$ cat src/rtl/serial_hba_bridge.sv
// Serial-to-HBA bridge: decodes CMD/REG/LEN[/DATA] byte frames from a UART into
// HBA master bursts, returns read data bytes and a final status byte.
//
// state       | meaning
// ------------+---------------------------------------------
// IDLE        | waiting for CMD byte
// GET_REG     | waiting for register address byte
// GET_LEN     | waiting for burst length byte
// GET_DATA    | waiting for next write data byte
// BUS_REQ     | bus requested, waiting for grant
// BUS_XFER    | transfer driven, waiting for xferack
// SEND_DATA   | returning one read byte on tx
// SEND_STATUS | returning 0xAC (ok) or 0x56 (bus error)
module serial_hba_bridge #(
   parameter int DBUS_WIDTH        = 8,
   parameter int PERIPH_ADDR_WIDTH = 4,
   parameter int REG_ADDR_WIDTH    = 8,
   parameter int LEN_WIDTH         = 4,
   parameter int BUS_TIMEOUT       = 255,
   parameter int RX_TIMEOUT        = 50000
) (
   input  logic                                      hba_clk,
   input  logic                                      hba_reset_n,
   input  logic [7:0]                                rx_data,
   input  logic                                      rx_valid,
   output logic                                      rx_rd,
   output logic [7:0]                                tx_data,
   output logic                                      tx_wr,
   input  logic                                      tx_busy,
   input  logic                                      hba_mgrant,
   input  logic                                      hba_xferack,
   input  logic [DBUS_WIDTH-1:0]                     hba_dbus,
   output logic                                      master_request,
   output logic [PERIPH_ADDR_WIDTH+REG_ADDR_WIDTH-1:0] master_abus,
   output logic                                      master_rnw,
   output logic                                      master_select,
   output logic [DBUS_WIDTH-1:0]                     master_dbus,
   output logic                                      busy,
   output logic                                      frame_err
);

   localparam int ABUS_W = PERIPH_ADDR_WIDTH + REG_ADDR_WIDTH;
   localparam int BCNT_W = $clog2(BUS_TIMEOUT + 1);
   localparam int RCNT_W = $clog2(RX_TIMEOUT + 1);
   localparam logic [BCNT_W-1:0] BUS_LD = BCNT_W'(BUS_TIMEOUT);
   localparam logic [RCNT_W-1:0] RX_LD  = RCNT_W'(RX_TIMEOUT - 1);
   localparam logic [7:0] ST_ACK = 8'hAC;
   localparam logic [7:0] ST_NAK = 8'h56;

   typedef enum logic [2:0] {
      S_IDLE, S_GET_REG, S_GET_LEN, S_GET_DATA,
      S_BUS_REQ, S_BUS_XFER, S_SEND_DATA, S_SEND_STATUS
   } state_t;

   state_t                      state_q, state_d;
   logic                        rnw_q, rnw_d;
   logic                        fixed_q, fixed_d;
   logic [PERIPH_ADDR_WIDTH-1:0] periph_q, periph_d;
   logic [REG_ADDR_WIDTH-1:0]   reg_addr_q, reg_addr_d;
   logic [LEN_WIDTH-1:0]        rem_q, rem_d;
   logic [7:0]                  wdata_q, wdata_d;
   logic                        err_q, err_d;
   logic                        rx_ign_q, rx_ign_d;
   logic                        tx_ign_q, tx_ign_d;
   logic [BCNT_W-1:0]           bus_cnt_q, bus_cnt_d;
   logic [RCNT_W-1:0]           rx_cnt_q, rx_cnt_d;
   logic                        req_q, req_d;
   logic                        sel_q, sel_d;
   logic                        mrnw_q, mrnw_d;
   logic [ABUS_W-1:0]           abus_q, abus_d;
   logic [DBUS_WIDTH-1:0]       mdbus_q, mdbus_d;
   logic [7:0]                  txd_q, txd_d;
   logic                        ferr_q, ferr_d;
   logic                        busy_q, busy_d;

   logic rx_take, tx_go, bus_ack, bus_to, bus_done, rx_to, rx_wait, bus_state, err_now;

   always_comb begin
      rx_wait   = state_q inside {S_GET_REG, S_GET_LEN, S_GET_DATA};
      bus_state = state_q inside {S_BUS_REQ, S_BUS_XFER};
      // reset gates the combinational rx strobe so it is low while held in reset
      rx_take   = hba_reset_n && rx_valid && !rx_ign_q &&
                  (rx_wait || state_q == S_IDLE);
      tx_go     = (state_q inside {S_SEND_DATA, S_SEND_STATUS}) && !tx_busy && !tx_ign_q;
      bus_ack   = (state_q == S_BUS_XFER) && hba_xferack;
      bus_to    = bus_state && (bus_cnt_q == '0) && !bus_ack;
      bus_done  = bus_ack || bus_to;
   end

   always_comb begin
      state_d    = state_q;
      rnw_d      = rnw_q;
      fixed_d    = fixed_q;
      periph_d   = periph_q;
      reg_addr_d = reg_addr_q;
      rem_d      = rem_q;
      wdata_d    = wdata_q;
      err_d      = err_q;
      req_d      = req_q;
      sel_d      = sel_q;
      mrnw_d     = mrnw_q;
      abus_d     = abus_q;
      mdbus_d    = mdbus_q;
      txd_d      = txd_q;
      ferr_d     = 1'b0;
      rx_ign_d   = rx_take;
      tx_ign_d   = tx_go;
      rx_to      = 1'b0;
      err_now    = err_q | bus_to;

      if (rx_wait && !rx_valid) begin
         if (rx_cnt_q == '0) rx_to = 1'b1;
         rx_cnt_d = (rx_cnt_q == '0) ? rx_cnt_q : rx_cnt_q - RCNT_W'(1);
      end else begin
         rx_cnt_d = RX_LD;
      end

      if (bus_state) begin
         bus_cnt_d = (bus_cnt_q == '0) ? bus_cnt_q : bus_cnt_q - BCNT_W'(1);
      end else begin
         bus_cnt_d = BUS_LD;
      end

      if (rx_to) begin
         state_d = S_IDLE;
         ferr_d  = 1'b1;
         err_d   = 1'b0;
      end else begin
         case (state_q)
            S_IDLE: if (rx_take) begin
               rnw_d    = rx_data[7];
               fixed_d  = rx_data[6];
               periph_d = rx_data[PERIPH_ADDR_WIDTH-1:0];
               state_d  = S_GET_REG;
            end
            S_GET_REG: if (rx_take) begin
               reg_addr_d = rx_data[REG_ADDR_WIDTH-1:0];
               state_d    = S_GET_LEN;
            end
            S_GET_LEN: if (rx_take) begin
               rem_d = rx_data[LEN_WIDTH-1:0];
               if (rnw_q) begin
                  req_d   = 1'b1;
                  state_d = S_BUS_REQ;
               end else begin
                  state_d = S_GET_DATA;
               end
            end
            S_GET_DATA: if (rx_take) begin
               wdata_d = rx_data;
               req_d   = 1'b1;
               state_d = S_BUS_REQ;
            end
            S_BUS_REQ, S_BUS_XFER: begin
               if (bus_done) begin
                  req_d   = 1'b0;
                  sel_d   = 1'b0;
                  mrnw_d  = 1'b0;
                  abus_d  = '0;
                  mdbus_d = '0;
                  err_d   = err_now;
                  if (!fixed_q) reg_addr_d = reg_addr_q + REG_ADDR_WIDTH'(1);
                  if (rnw_q) begin
                     txd_d   = bus_ack ? hba_dbus : 8'h00;
                     state_d = S_SEND_DATA;
                  end else if (rem_q == '0) begin
                     txd_d   = err_now ? ST_NAK : ST_ACK;
                     state_d = S_SEND_STATUS;
                  end else begin
                     rem_d   = rem_q - LEN_WIDTH'(1);
                     state_d = S_GET_DATA;
                  end
               end else if (state_q == S_BUS_REQ && hba_mgrant) begin
                  sel_d   = 1'b1;
                  mrnw_d  = rnw_q;
                  abus_d  = {periph_q, reg_addr_q};
                  mdbus_d = rnw_q ? '0 : wdata_q;
                  state_d = S_BUS_XFER;
               end
            end
            S_SEND_DATA: if (tx_go) begin
               if (rem_q == '0) begin
                  txd_d   = err_q ? ST_NAK : ST_ACK;
                  state_d = S_SEND_STATUS;
               end else begin
                  rem_d   = rem_q - LEN_WIDTH'(1);
                  req_d   = 1'b1;
                  state_d = S_BUS_REQ;
               end
            end
            S_SEND_STATUS: if (tx_go) begin
               err_d   = 1'b0;
               state_d = S_IDLE;
            end
            default: state_d = S_IDLE;
         endcase
      end

      busy_d = (state_d != S_IDLE);
   end

   always_ff @(posedge hba_clk or negedge hba_reset_n) begin
      if (!hba_reset_n) begin
         state_q    <= S_IDLE;
         rnw_q      <= 1'b0;
         fixed_q    <= 1'b0;
         periph_q   <= '0;
         reg_addr_q <= '0;
         rem_q      <= '0;
         wdata_q    <= '0;
         err_q      <= 1'b0;
         rx_ign_q   <= 1'b0;
         tx_ign_q   <= 1'b0;
         bus_cnt_q  <= '0;
         rx_cnt_q   <= '0;
         req_q      <= 1'b0;
         sel_q      <= 1'b0;
         mrnw_q     <= 1'b0;
         abus_q     <= '0;
         mdbus_q    <= '0;
         txd_q      <= '0;
         ferr_q     <= 1'b0;
         busy_q     <= 1'b0;
      end else begin
         state_q    <= state_d;
         rnw_q      <= rnw_d;
         fixed_q    <= fixed_d;
         periph_q   <= periph_d;
         reg_addr_q <= reg_addr_d;
         rem_q      <= rem_d;
         wdata_q    <= wdata_d;
         err_q      <= err_d;
         rx_ign_q   <= rx_ign_d;
         tx_ign_q   <= tx_ign_d;
         bus_cnt_q  <= bus_cnt_d;
         rx_cnt_q   <= rx_cnt_d;
         req_q      <= req_d;
         sel_q      <= sel_d;
         mrnw_q     <= mrnw_d;
         abus_q     <= abus_d;
         mdbus_q    <= mdbus_d;
         txd_q      <= txd_d;
         ferr_q     <= ferr_d;
         busy_q     <= busy_d;
      end
   end

   assign rx_rd          = rx_take;
   assign tx_wr          = tx_go;
   assign tx_data        = txd_q;
   assign master_request = req_q;
   assign master_select  = sel_q;
   assign master_rnw     = mrnw_q;
   assign master_abus    = abus_q;
   assign master_dbus    = mdbus_q;
   assign busy           = busy_q;
   assign frame_err      = ferr_q;

endmodule
$ cat config.mk
export PLATFORM = sky130hd
export DESIGN_NAME = serial_hba_bridge
export DESIGN_NICKNAME = d
export VERILOG_FILES = /design/src/rtl/serial_hba_bridge.sv
export SDC_FILE = /design/constraint.sdc
export NUM_CORES = 1
export LEC_CHECK = 0
export CORE_UTILIZATION = 30
export CTS_CLUSTER_DIAMETER = 50
export CTS_CLUSTER_SIZE = 10
export DETAILED_ROUTE_END_ITERATION = 6
export SETUP_SLACK_MARGIN = 0.02
export SLEW_MARGIN = 5
export SYNTH_ARGS = -nofsm -noshare
export SYNTH_HDL_FRONTEND = slang
export SYNTH_SLANG_ARGS = --single-unit
$ cat constraint.sdc
create_clock -name hba_clk -period 3 [get_ports hba_clk]
set_input_delay 0.3 -clock hba_clk [delete_from_list [all_inputs] [get_ports hba_clk]]
set_output_delay 0.3 -clock hba_clk [all_outputs]
set_load 0.01 [all_outputs]
==> results by group, run 1 <==
Global routing
  • Initial antenna violation count: 0
  • Largest net degree at the start of global routing: 71
  • Global Route Usage Sum: 0.1516
  • Vias in the first global route: 3,568
  • Global route overflow: 0
  • First-pass GRT wire length: 17,730 µm

Cells and area
  • Layout cells sized above 1: 0.1044
  • Ant. Diodes: 0
  • Synth-to-Final Area Change: 24.59%
  • Final Util: 0.3864
  • Nets: approximately 520

Critical path
  • CP Launch Type: input pin
  • Critical path type: in2out
  • Worst EP arrival: 2.15 ns
  • Crit-path max FO: 21
  • CP Capture Type: primary output
  • Critical Path RT: ~2.7 ns
  • Worst reg2reg path depth: 4

Detailed routing
  • Residual DRC: 0
  • Via count: 3,473
  • Routed len/inst: 15.12 µm
  • Post-DRT Antenna Nets: 0
  • Final WL: 10,250 µm
  • Initial DRC count: around 300
  • Drt pass-1 iters: 4
  • Vias/cell: approximately 5

Floorplanning
  • Ports: 57
  • Die Footprint: 15,000 µm²
  • Die height: about 120 µm
  • Row Count: 43
  • Starting Density: 0.3102
  • Core area: 14,040 µm²
  • Die X: roughly 120 µm

Timing
  • Slack of the critical path: ~0.55 ns
  • Slew @ Worst Pin: about 1.0 ns
  • Highest Clock Rate: 407.5 MHz
  • Slew Viols, Final: 0
  • Slew headroom: 0.3293
  • RSZ-0062 raised after global routing: false
  • Setup violations, final: 0
  • TNS Setup: 0 ns
  • Final min period: 2.454 ns
  • Final Hold Viols: 0
  • Clk_skew: 0.01176 ns
  • Tcrit/Tclk final: 0.8179

Logic synthesis
  • Synth area leader: dfrtp_1
  • Most used DFF post-synth: dfrtp_1
  • Syn avg cell area: between 9 and 10 µm²
  • Cell area after synthesis: 4355 µm²
  • Post-synth EDFFs: 0
  • Synth warnings: 0
  • Post-Syn Instances: 436
  • Top cell type's share of synthesized area: 0.5113
  • Top cells by area, synth: dfrtp_1, nand2_1, a22o_1
  • Top-count cell post-synth: dfrtp_1
  • Distinct cells, synth: 55
  • Register bit count reported by yosys: 89
  • Register area share after synthesis: 0.5113
  • Post-synth top cells: dfrtp_1, nand2_1, nor2_1
  • Synth Net Count: 464
  • Fraction of registers with async set/reset: 1.000

Clock tree
  • H-tree Lvls: 3
  • Clock Tree Buf Depth: 2
  • CTS Sinks: 89
  • Clock latency on the worst-skew pair: 0.35 ns
  • Cts repair resizes: 0
  • CTS root buf: clkbuf_16
  • CTS tree: yes
  • Postcts setup bufs: 0
  • Num CTS Buffers: 9
  • Clk slew on worst S/H paths: 0.08 ns

Power
  • Worst vdd rail ir drop: roughly 0.38 mV
  • Final Power: just under 5000 µW
  • Power Dens Cells: 911.4 nW/µm²
  • Lkg Pwr: roughly 0.0022 µW

Place
  • RePlAce Congestion: a little over 0.8
  • Hpwl dp: 7203 µm
  • Number of buffers added on ports: 56
  • DP Worst Slack: 0.6260 ns

Flow run
  • Maxcap violations: 0

Run status
  • Outcome: completed

Min path
  • Worst min-delay path category: in2async
-- critical path, cell delays in order --
cell and delay [ns]:
dlygate4sd3_1 0.52, buf_4 0.28, nand3b_1 0.21, nor2_1 0.24
clkdlybuf4s50_1 0.58
-- registers in the layout, indices dropped and copies added (netlist names), 3 cells and up --
| signal | cells |
|---|---|
| rx_cnt_q | 16 |
| master_abus | 12 |
| bus_cnt_q | 8 |
| master_dbus | 8 |
| reg_addr_q | 8 |
| tx_data | 8 |
| wdata_q | 8 |
| periph_q | 4 |
| rem_q | 4 |
| state_q | 3 |
-- cell families after synthesis --
group	Yosys count	synth area share
simple gates	169	0.1985
compound gates	110	0.1692
flops	89	0.5113
buf+inv	31	0.03074
mux	19	0.04884
xor+xnor	12	0.02413
fa+ha+maj	6	0.01724
-- layout make-up --
class / instances / area [µm²]
fill: 1369 / 8616
sequential: 89 / 2227
multi-input combinational: 316 / 1998
timing repair buffer: 66 / 635.6
clock buffer: 9 / 225.2
tap: 180 / 225.2
clock inverter: 7 / 73.82
inverter: 11 / 41.29
-- through the flow --
step                instance area (µm²)  cells  hold WS, ns
finish                             5426    678       0.3647
global route                       5426    678       0.4083
CTS                                5426    678       0.3691
global placement                   5117    661       0.1982
detailed placement                 5117    661       0.2093
floorplan                          4355    436     0.004409
-- power breakdown --
group / total, µW / internal (µW) / switching (µW)
Sequential: 1970 / 1610 / 361
Combinational: 1860 / 950 / 905
Clock: 1120 / 588 / 534
-- layout by cell type, fill, tap and decap left out, types with 10 or more instances in the layout --
master / instances
dfrtp_1: 89
nand3_1: 15
clkdlybuf4s50_1: 55
a21o_1: 12
o21ai_0: 21
a21oi_1: 25
a22o_1: 22
mux2_2: 14
inv_1: 11
buf_4: 10
nor3_1: 11
nor2_1: 34
nand2_1: 54
-- final timing paths --
kind / startpoint / endpoint / slack (ns)
max: hba_reset_n / rx_rd / 0.55
min: hba_reset_n / wdata_q[1]$_DFFE_PN0P_ / 0.36
max reg2reg: rx_cnt_q[8]$_DFFE_PN0N_ / busy$_DFF_PN0_ / 0.60
min reg2reg: master_abus[10]$_DFFE_PN0P_ / master_abus[10]$_DFFE_PN0P_ / 0.49
max in group asynchronous: hba_reset_n / bus_cnt_q[0]$_DFFE_PN0P_ / 1.45
min in group hba_clk: master_abus[10]$_DFFE_PN0P_ / master_abus[10]$_DFFE_PN0P_ / 0.49
-- per-layer routing --
metal	part of all wire	up-vias	global-route usage
li1	-	1705	-
met1	0.48	1674	0.2123
met2	0.46	84	0.2314
met3	0.041	10	0.02649
met4	0.017	0	0.06021
met5	0	-	0
-- what timing repair did --
item,CTS,global route
hold buffers,1,0
endpoints found under the setup margin,0,0
endpoints found under the hold margin,19,0
Note: power is estimated with default switching activity, not from simulation.
==> run 2: changes to the inputs <==
Clock period 3 ns to 2.4 ns, I/O delays scaled along.
==> run 2 against run 1 <==
Compared with the run above:
- the run now ends with hold timing left
- core utilization rose by 0.64 points
- total power rose by 25%
- critical path type is now reg2reg
- wire length rose by 0.65%
- design area rose by 1.7%
- non-clock buffer count rose by 13
- clock skew fell by 0.0041 ns
==> results by group, run 2 (same netlist as run 1, synthesis figures left out) <==
Cells and area
  • Commonest non-fill, non-tap cell in the layout: dfrtp_1 (unchanged)
  • Design area: 5517 µm² (was 5426 µm²)
  • Most frequent cells in the layout: dfrtp_1, clkdlybuf4s50_1, nand2_1 (unchanged)
  • Area occupied by multi-input gates: 2019 µm² (was 1998 µm²)
  • Register area: 2227 µm² (unchanged)
  • Nets: 534 (was 521)
  • Synth-to-Final Area Change: 26.66% (was 24.59%)
  • Largest reg by FF count: rx_cnt_q (unchanged)
  • Non-filler cells, final: 691 (was 678)
  • Layout cells sized above 1: 0.1311 (was 0.1044)
  • Fillers: 1,369 (unchanged)
  • Ant. Diodes: 0 (unchanged)
  • Max FFs per register: 16 (unchanged)

Floorplanning
  • Die height: 122.5 µm (unchanged)
  • Ports: 57 (unchanged)
  • Core area: 14,040 µm² (unchanged)
  • Die X: 122.5 µm (unchanged)
  • Starting Density: 0.3102 (unchanged)
  • Row Count: 43 (unchanged)
  • Die Footprint: 15,000 µm² (unchanged)

Place
  • Number of buffers added on ports: 56 (unchanged)
  • Hpwl dp: 7390 µm (was 7203 µm)
  • Cells after DPL: 675 (was 661)
  • RePlAce Congestion: 0.9009 (was 0.8099)
  • Placed instance area: 5223 µm² (was 5117 µm²)

Run status
  • Failing checks: hold timing
  • Outcome: finished with violations (was completed)

Timing
  • Slew headroom: 0.5475 (was 0.3293)
  • RSZ-0062 raised after global routing: false (unchanged)
  • Final min period: 2.250 ns
  • Slew @ Worst Pin: 0.6725 ns (was 1.006 ns)
  • Final Hold Viols: 2 (was 0)
  • Highest Clock Rate: 444.4 MHz
  • Clk_skew: 0.007623 ns (was 0.01176 ns)
  • Setup violations, final: 0 (unchanged)
  • Fin Hold WS: -0.0006640 ns (was 0.3647 ns)
  • Slew Viols, Final: 0 (unchanged)
  • TNS Setup: 0 ns (unchanged)
  • Tcrit/Tclk final: 0.9377

Global routing
  • Global route overflow: 0 (unchanged)
  • Largest net degree at the start of global routing: 50 (was 71)
  • Vias in the first global route: 3,411 (was 3,568)
  • Global Route Usage Sum: 0.1481 (was 0.1516)
  • First-pass GRT wire length: 17,240 µm (was 17,730 µm)
  • Initial antenna violation count: 0 (unchanged)

Detailed routing
  • Vias/cell: 5.055 (was 5.122)
  • Via count: 3,493 (was 3,473)
  • WL met1: 5190 µm (was 4962 µm)
  • Final WL: 10,320 µm (was 10,250 µm)
  • DR top layer: met4 (unchanged)
  • Residual DRC: 0 (unchanged)
  • Post-DRT Antenna Nets: 0 (unchanged)
  • Met3 WL post-DR: 378 µm (was 420 µm)
  • Routed len/inst: 14.93 µm (was 15.12 µm)
  • DR WL met2: 4586 µm (was 4699 µm)
  • Initial DRC count: 229 (was 302)
  • Drt pass-1 iters: 4 (unchanged)

Clock tree
  • Clock latency on the worst-skew pair: 0.34 ns (was 0.35 ns)
  • Clock Tree Buf Depth: 2 (unchanged)
  • CTS tree: yes (unchanged)
  • H-tree Lvls: 3 (unchanged)
  • CTS Sinks: 89 (unchanged)
  • Num CTS Buffers: 9 (unchanged)
  • Clk slew on worst S/H paths: 0.07 ns (was 0.08 ns)
  • CTS root buf: clkbuf_16 (unchanged)

Critical path
  • RR Startpoint: bus_cnt_q[0]$_DFFE_PN0P_ (was rx_cnt_q[8]$_DFFE_PN0N_)
  • Reg2Reg Setup Slack: 0.15 ns (was 0.60 ns)
  • Crit-path max FO: 4 (was 21)
  • Critical Path RT: 2.63 ns (was 2.70 ns)
  • Critical path type: reg2reg (was in2out)
  • CP Capture Type: flop (was primary output)
  • Worst EP arrival: 2.48 ns (was 2.15 ns)
  • Worst reg2reg path depth: 7 (was 4)
  • CP Launch Type: flop (was input pin)
  • CP Capture Point: tx_data[3]$_DFFE_PN0P_ (was rx_rd)
  • Setup crit start: bus_cnt_q[0]$_DFFE_PN0P_ (was hba_reset_n)
  • Reg-to-reg endpoint: tx_data[3]$_DFFE_PN0P_ (was busy$_DFF_PN0_)

Power
  • Worst vdd rail ir drop: 0.4213 mV (was 0.3751 mV)
  • Power Dens Cells: 1120 nW/µm² (was 911.4 nW/µm²)
  • Lkg Pwr: 0.002302 µW (was 0.002248 µW)
  • Final Power: 6177 µW (was 4946 µW)

Min path
  • Worst min-delay path category: in2async (unchanged)

Flow run
  • Maxcap violations: 0 (unchanged)
run 2: cell types whose count changed in the layout (fill, tap and decap cells not counted), sizes merged:
| cell | change |
|---|---|
| clkinvlp | +1 |
| dlygate4sd3 | -1 |
| inv | -1 |
| buf | +14 |
| clkinv | -2 |
| clkbuf | +2 |
run 2: final cells by class:
cell class | instances | share of cell area
Sequential cell | 89 | 0.4037
Clock buffer | 11 | 0.04219
Timing Repair Buffer | 79 | 0.1325
Tap cell | 180 | 0.04083
Multi-Input combinational cell | 316 | 0.3661
Inverter | 11 | 0.007485
Clock inverter | 5 | 0.007258
run 2: worst min-delay path by stage:
stage | cells past startpoint | slack, ns | startpoint | to
after floorplan | 0 | -0.06 | hba_reset_n | bus_cnt_q[0]$_DFFE_PN0P_
after global placement | 2 | 0.38 | hba_reset_n | master_dbus[0]$_DFFE_PN0P_
after detailed placement | 2 | 0.38 | hba_reset_n | master_abus[6]$_DFFE_PN0P_
after CTS | 2 | 0.02 | hba_reset_n | master_abus[6]$_DFFE_PN0P_
after global routing | 2 | 0.04 | hba_reset_n | reg_addr_q[2]$_DFFE_PN0P_
final | 2 | -0.0007 | hba_reset_n | master_abus[8]$_DFFE_PN0P_
run 2: power by group:
group	total [µW]	internal [µW]	switching [µW]	leakage, µW
combinational	2460	1250	1210	0.00112
clock	1310	710	597	0.000123
sequential	2410	2010	397	0.00106
total	6180	3970	2210	0.00230
run 2: repair_timing:
item / CTS / global route
setup buffers: 0 / 0
resized for setup: 0 / 4
hold buffers: 0 / 0
endpoints found under the setup margin: 0 / 11
run 2: metal layers:
metal  GRT usage  vias up
met1      0.2167     1688
met3     0.03020       17
met4     0.05183        0
met2      0.2149       70
li1            -     1718
met5           0        -
run 2: worst max-delay path, cell delays in order (launching register included):
cell and delay (ns):
dfrtp_1 0.38, inv_1 0.11, ha_1 0.20, or3b_2 0.50
nor4_1 0.39, o31ai_1 0.18, a21o_1 0.19, a22o_1 0.19
run 2: metrics by stage:
step | setup WS (ns) | util
2_1_floorplan | 0.2706 | -
3_3_place_gp | 0.1660 | 0.3719
3_5_place_dp | 0.09624 | 0.3719
4_1_cts | 0.08629 | 0.3913
5_1_grt | 0.02582 | 0.3929
6_report | 0.1495 | 0.3929
==> run 3: changes to the inputs <==
Settings changed: CAP_MARGIN from default to 25, CORE_UTILIZATION 30 to 55, PLACE_DENSITY from default to 0.8.
==> run 3 against run 2 <==
Compared with the run above:
- the flow now finishes without violations
- highest routed layer unchanged
- via count increased by 3.0%
- critical path depth is 1 lower
- clock skew grew 0.0036 ns
- final cell count down 11%
- largest cell class unchanged
==> results by group, run 3 (same netlist as run 1, synthesis figures left out) <==
Run status
  • Outcome: completed (was finished with violations)

Detailed routing
  • Initial DRC count: 284 (was 229)
  • Routed len/inst: 15.98 µm (was 14.93 µm)
  • Post-DRT Antenna Nets: 0 (unchanged)
  • Via count: 3,598 (was 3,493)
  • Vias/cell: 5.860 (was 5.055)
  • Residual DRC: 0 (unchanged)
  • Drt pass-1 iters: 5 (was 4)
  • Final WL: 9814 µm (was 10,320 µm)

Clock tree
  • Postcts setup bufs: 0 (unchanged)
  • Clk slew on worst S/H paths: 0.10 ns (was 0.07 ns)
  • H-tree Lvls: 3 (unchanged)
  • CTS Sinks: 89 (unchanged)
  • CTS root buf: clkbuf_8 (was clkbuf_16)
  • Clock latency on the worst-skew pair: 0.37 ns (was 0.34 ns)
  • Clock Tree Buf Depth: 2 (unchanged)
  • CTS tree: yes (unchanged)
  • Num CTS Buffers: 9 (unchanged)

Cells and area
  • Ant. Diodes: 0 (unchanged)
  • Non-filler cells, final: 614 (was 691)
  • Synth-to-Final Area Change: 22.90% (was 26.66%)
  • Commonest non-fill, non-tap cell in the layout: dfrtp_1 (unchanged)
  • Max FFs per register: 16 (unchanged)
  • Final Util: 0.6963 (was 0.3929)
  • Layout cells sized above 1: 0.1367 (was 0.1311)
  • Nets: 535 (was 534)
  • Largest reg by FF count: rx_cnt_q (unchanged)
  • Most frequent cells in the layout: dfrtp_1, clkdlybuf4s50_1, nand2_1 (unchanged)

Floorplanning
  • Row Count: 32 (was 43)
  • Starting Density: 0.5666 (was 0.3102)
  • Die Footprint: 8279 µm² (was 15,000 µm²)
  • Ports: 57 (unchanged)
  • Die height: 90.99 µm (was 122.5 µm)
  • Core area: 7687 µm² (was 14,040 µm²)
  • Die X: 90.99 µm (was 122.5 µm)

Critical path
  • Critical path type: reg2reg (unchanged)
  • CP Launch Type: flop (unchanged)
  • Worst EP arrival: 2.52 ns (was 2.48 ns)
  • Crit-path max FO: 6 (was 4)
  • Critical Path RT: 2.65 ns (was 2.63 ns)
  • CP Capture Type: flop (unchanged)

Timing
  • Slew Viols, Final: 0 (unchanged)
  • Final Hold Viols: 0 (was 2)
  • Slew headroom: 0.4868 (was 0.5475)
  • Clk_skew: 0.01119 ns (was 0.007623 ns)
  • RSZ-0062 raised after global routing: false (unchanged)
  • TNS Setup: 0 ns (unchanged)
  • Final min period: 2.263 ns (was 2.250 ns)
  • Tcrit/Tclk final: 0.9428 (was 0.9377)
  • Highest Clock Rate: 441.9 MHz (was 444.4 MHz)
  • Slew @ Worst Pin: 0.7640 ns (was 0.6725 ns)
  • Slack of the critical path: 0.1372 ns (was 0.1495 ns)
  • Setup violations, final: 0 (unchanged)

Global routing
  • First-pass GRT wire length: 16,550 µm (was 17,240 µm)
  • Global route overflow: 0 (unchanged)
  • Global Route Usage Sum: 0.2534 (was 0.1481)
  • Largest net degree at the start of global routing: 60 (was 50)
  • Initial antenna violation count: 0 (unchanged)
  • Vias in the first global route: 3,412 (was 3,411)

Power
  • Lkg Pwr: 0.002281 µW (was 0.002302 µW)
  • Worst vdd rail ir drop: 0.5265 mV (was 0.4213 mV)
  • Power Dens Cells: 1095 nW/µm² (was 1120 nW/µm²)

Min path
  • Worst min-delay path category: in2async (unchanged)

Place
  • RePlAce Congestion: 0.8561 (was 0.9009)
  • Number of buffers added on ports: 56 (unchanged)
  • Hpwl dp: 6916 µm (was 7390 µm)
  • DP Worst Slack: 0.08260 ns (was 0.09624 ns)
  • Cells after DPL: 596 (was 675)

Flow run
  • Maxcap violations: 0 (unchanged)
run 3: final timing paths:
check                                           from                        end  slack (ns)  cells after the start
min in group hba_clk                     hba_dbus[0]     tx_data[0]$_DFFE_PN0P_        0.47                      2
max in group asynchronous                hba_reset_n   bus_cnt_q[4]$_DFFE_PN0P_        0.88                      4
min                                      hba_reset_n   rx_cnt_q[13]$_DFFE_PN0N_        0.44                      3
max reg2reg                  rx_cnt_q[8]$_DFFE_PN0N_   rx_cnt_q[13]$_DFFE_PN0N_        0.14                      6
max                          rx_cnt_q[8]$_DFFE_PN0N_   rx_cnt_q[13]$_DFFE_PN0N_        0.14                      6
min reg2reg                master_select$_DFFE_PN0P_  master_select$_DFFE_PN0P_        0.49                      1
run 3: layout make-up:
class / instances / area, µm²
sequential: 89 / 2227
timing repair buffer: 80 / 748.2
multi-input combinational: 316 / 2014
fill: 605 / 2335
inverter: 11 / 41.29
clock buffer: 9 / 123.9
clock inverter: 7 / 70.07
tap: 102 / 127.6
run 3: what timing repair did:
| item | CTS | global route |
|---|---|---|
| endpoints found under the hold margin | 30 | 0 |
| endpoints found under the setup margin | 0 | 12 |
| resized for setup | 0 | 4 |
| hold buffers | 1 | 0 |
run 3: metrics by stage:
step / area [µm²] / total power, µW / hold slack [ns]
after floorplan: 4355 / 3842 / -0.05559
after global placement: 5117 / 4752 / 0.3036
after detailed placement: 5117 / 4847 / 0.2988
after CTS: 5321 / 5854 / 0.4619
after global routing: 5353 / 6254 / 0.4788
final: 5353 / 5864 / 0.4413
run 3: per-layer routing:
metal  vias up  wire, µm  track usage
met2        98      4709       0.4192
met5         -         0            0
met4         0        94      0.07011
met1      1765      4545       0.3510
met3        11       464      0.03769
li1       1724         -            -
run 3: worst max-delay path: stages, from the launching register on:
cell and delay [ns]:
dfrtp_1 0.43, or4_1 0.64, buf_4 0.21, nor3b_1 0.47
nand4b_1 0.18, xor2_1 0.17, nor2_1 0.06
run 3: where the power goes:
part / internal, µW / switching (µW) / total (µW)
Clock: 405 / 598 / 1000
Combinational: 1250 / 1210 / 2460
Sequential: 2010 / 389 / 2400
Total: 3660 / 2200 / 5860
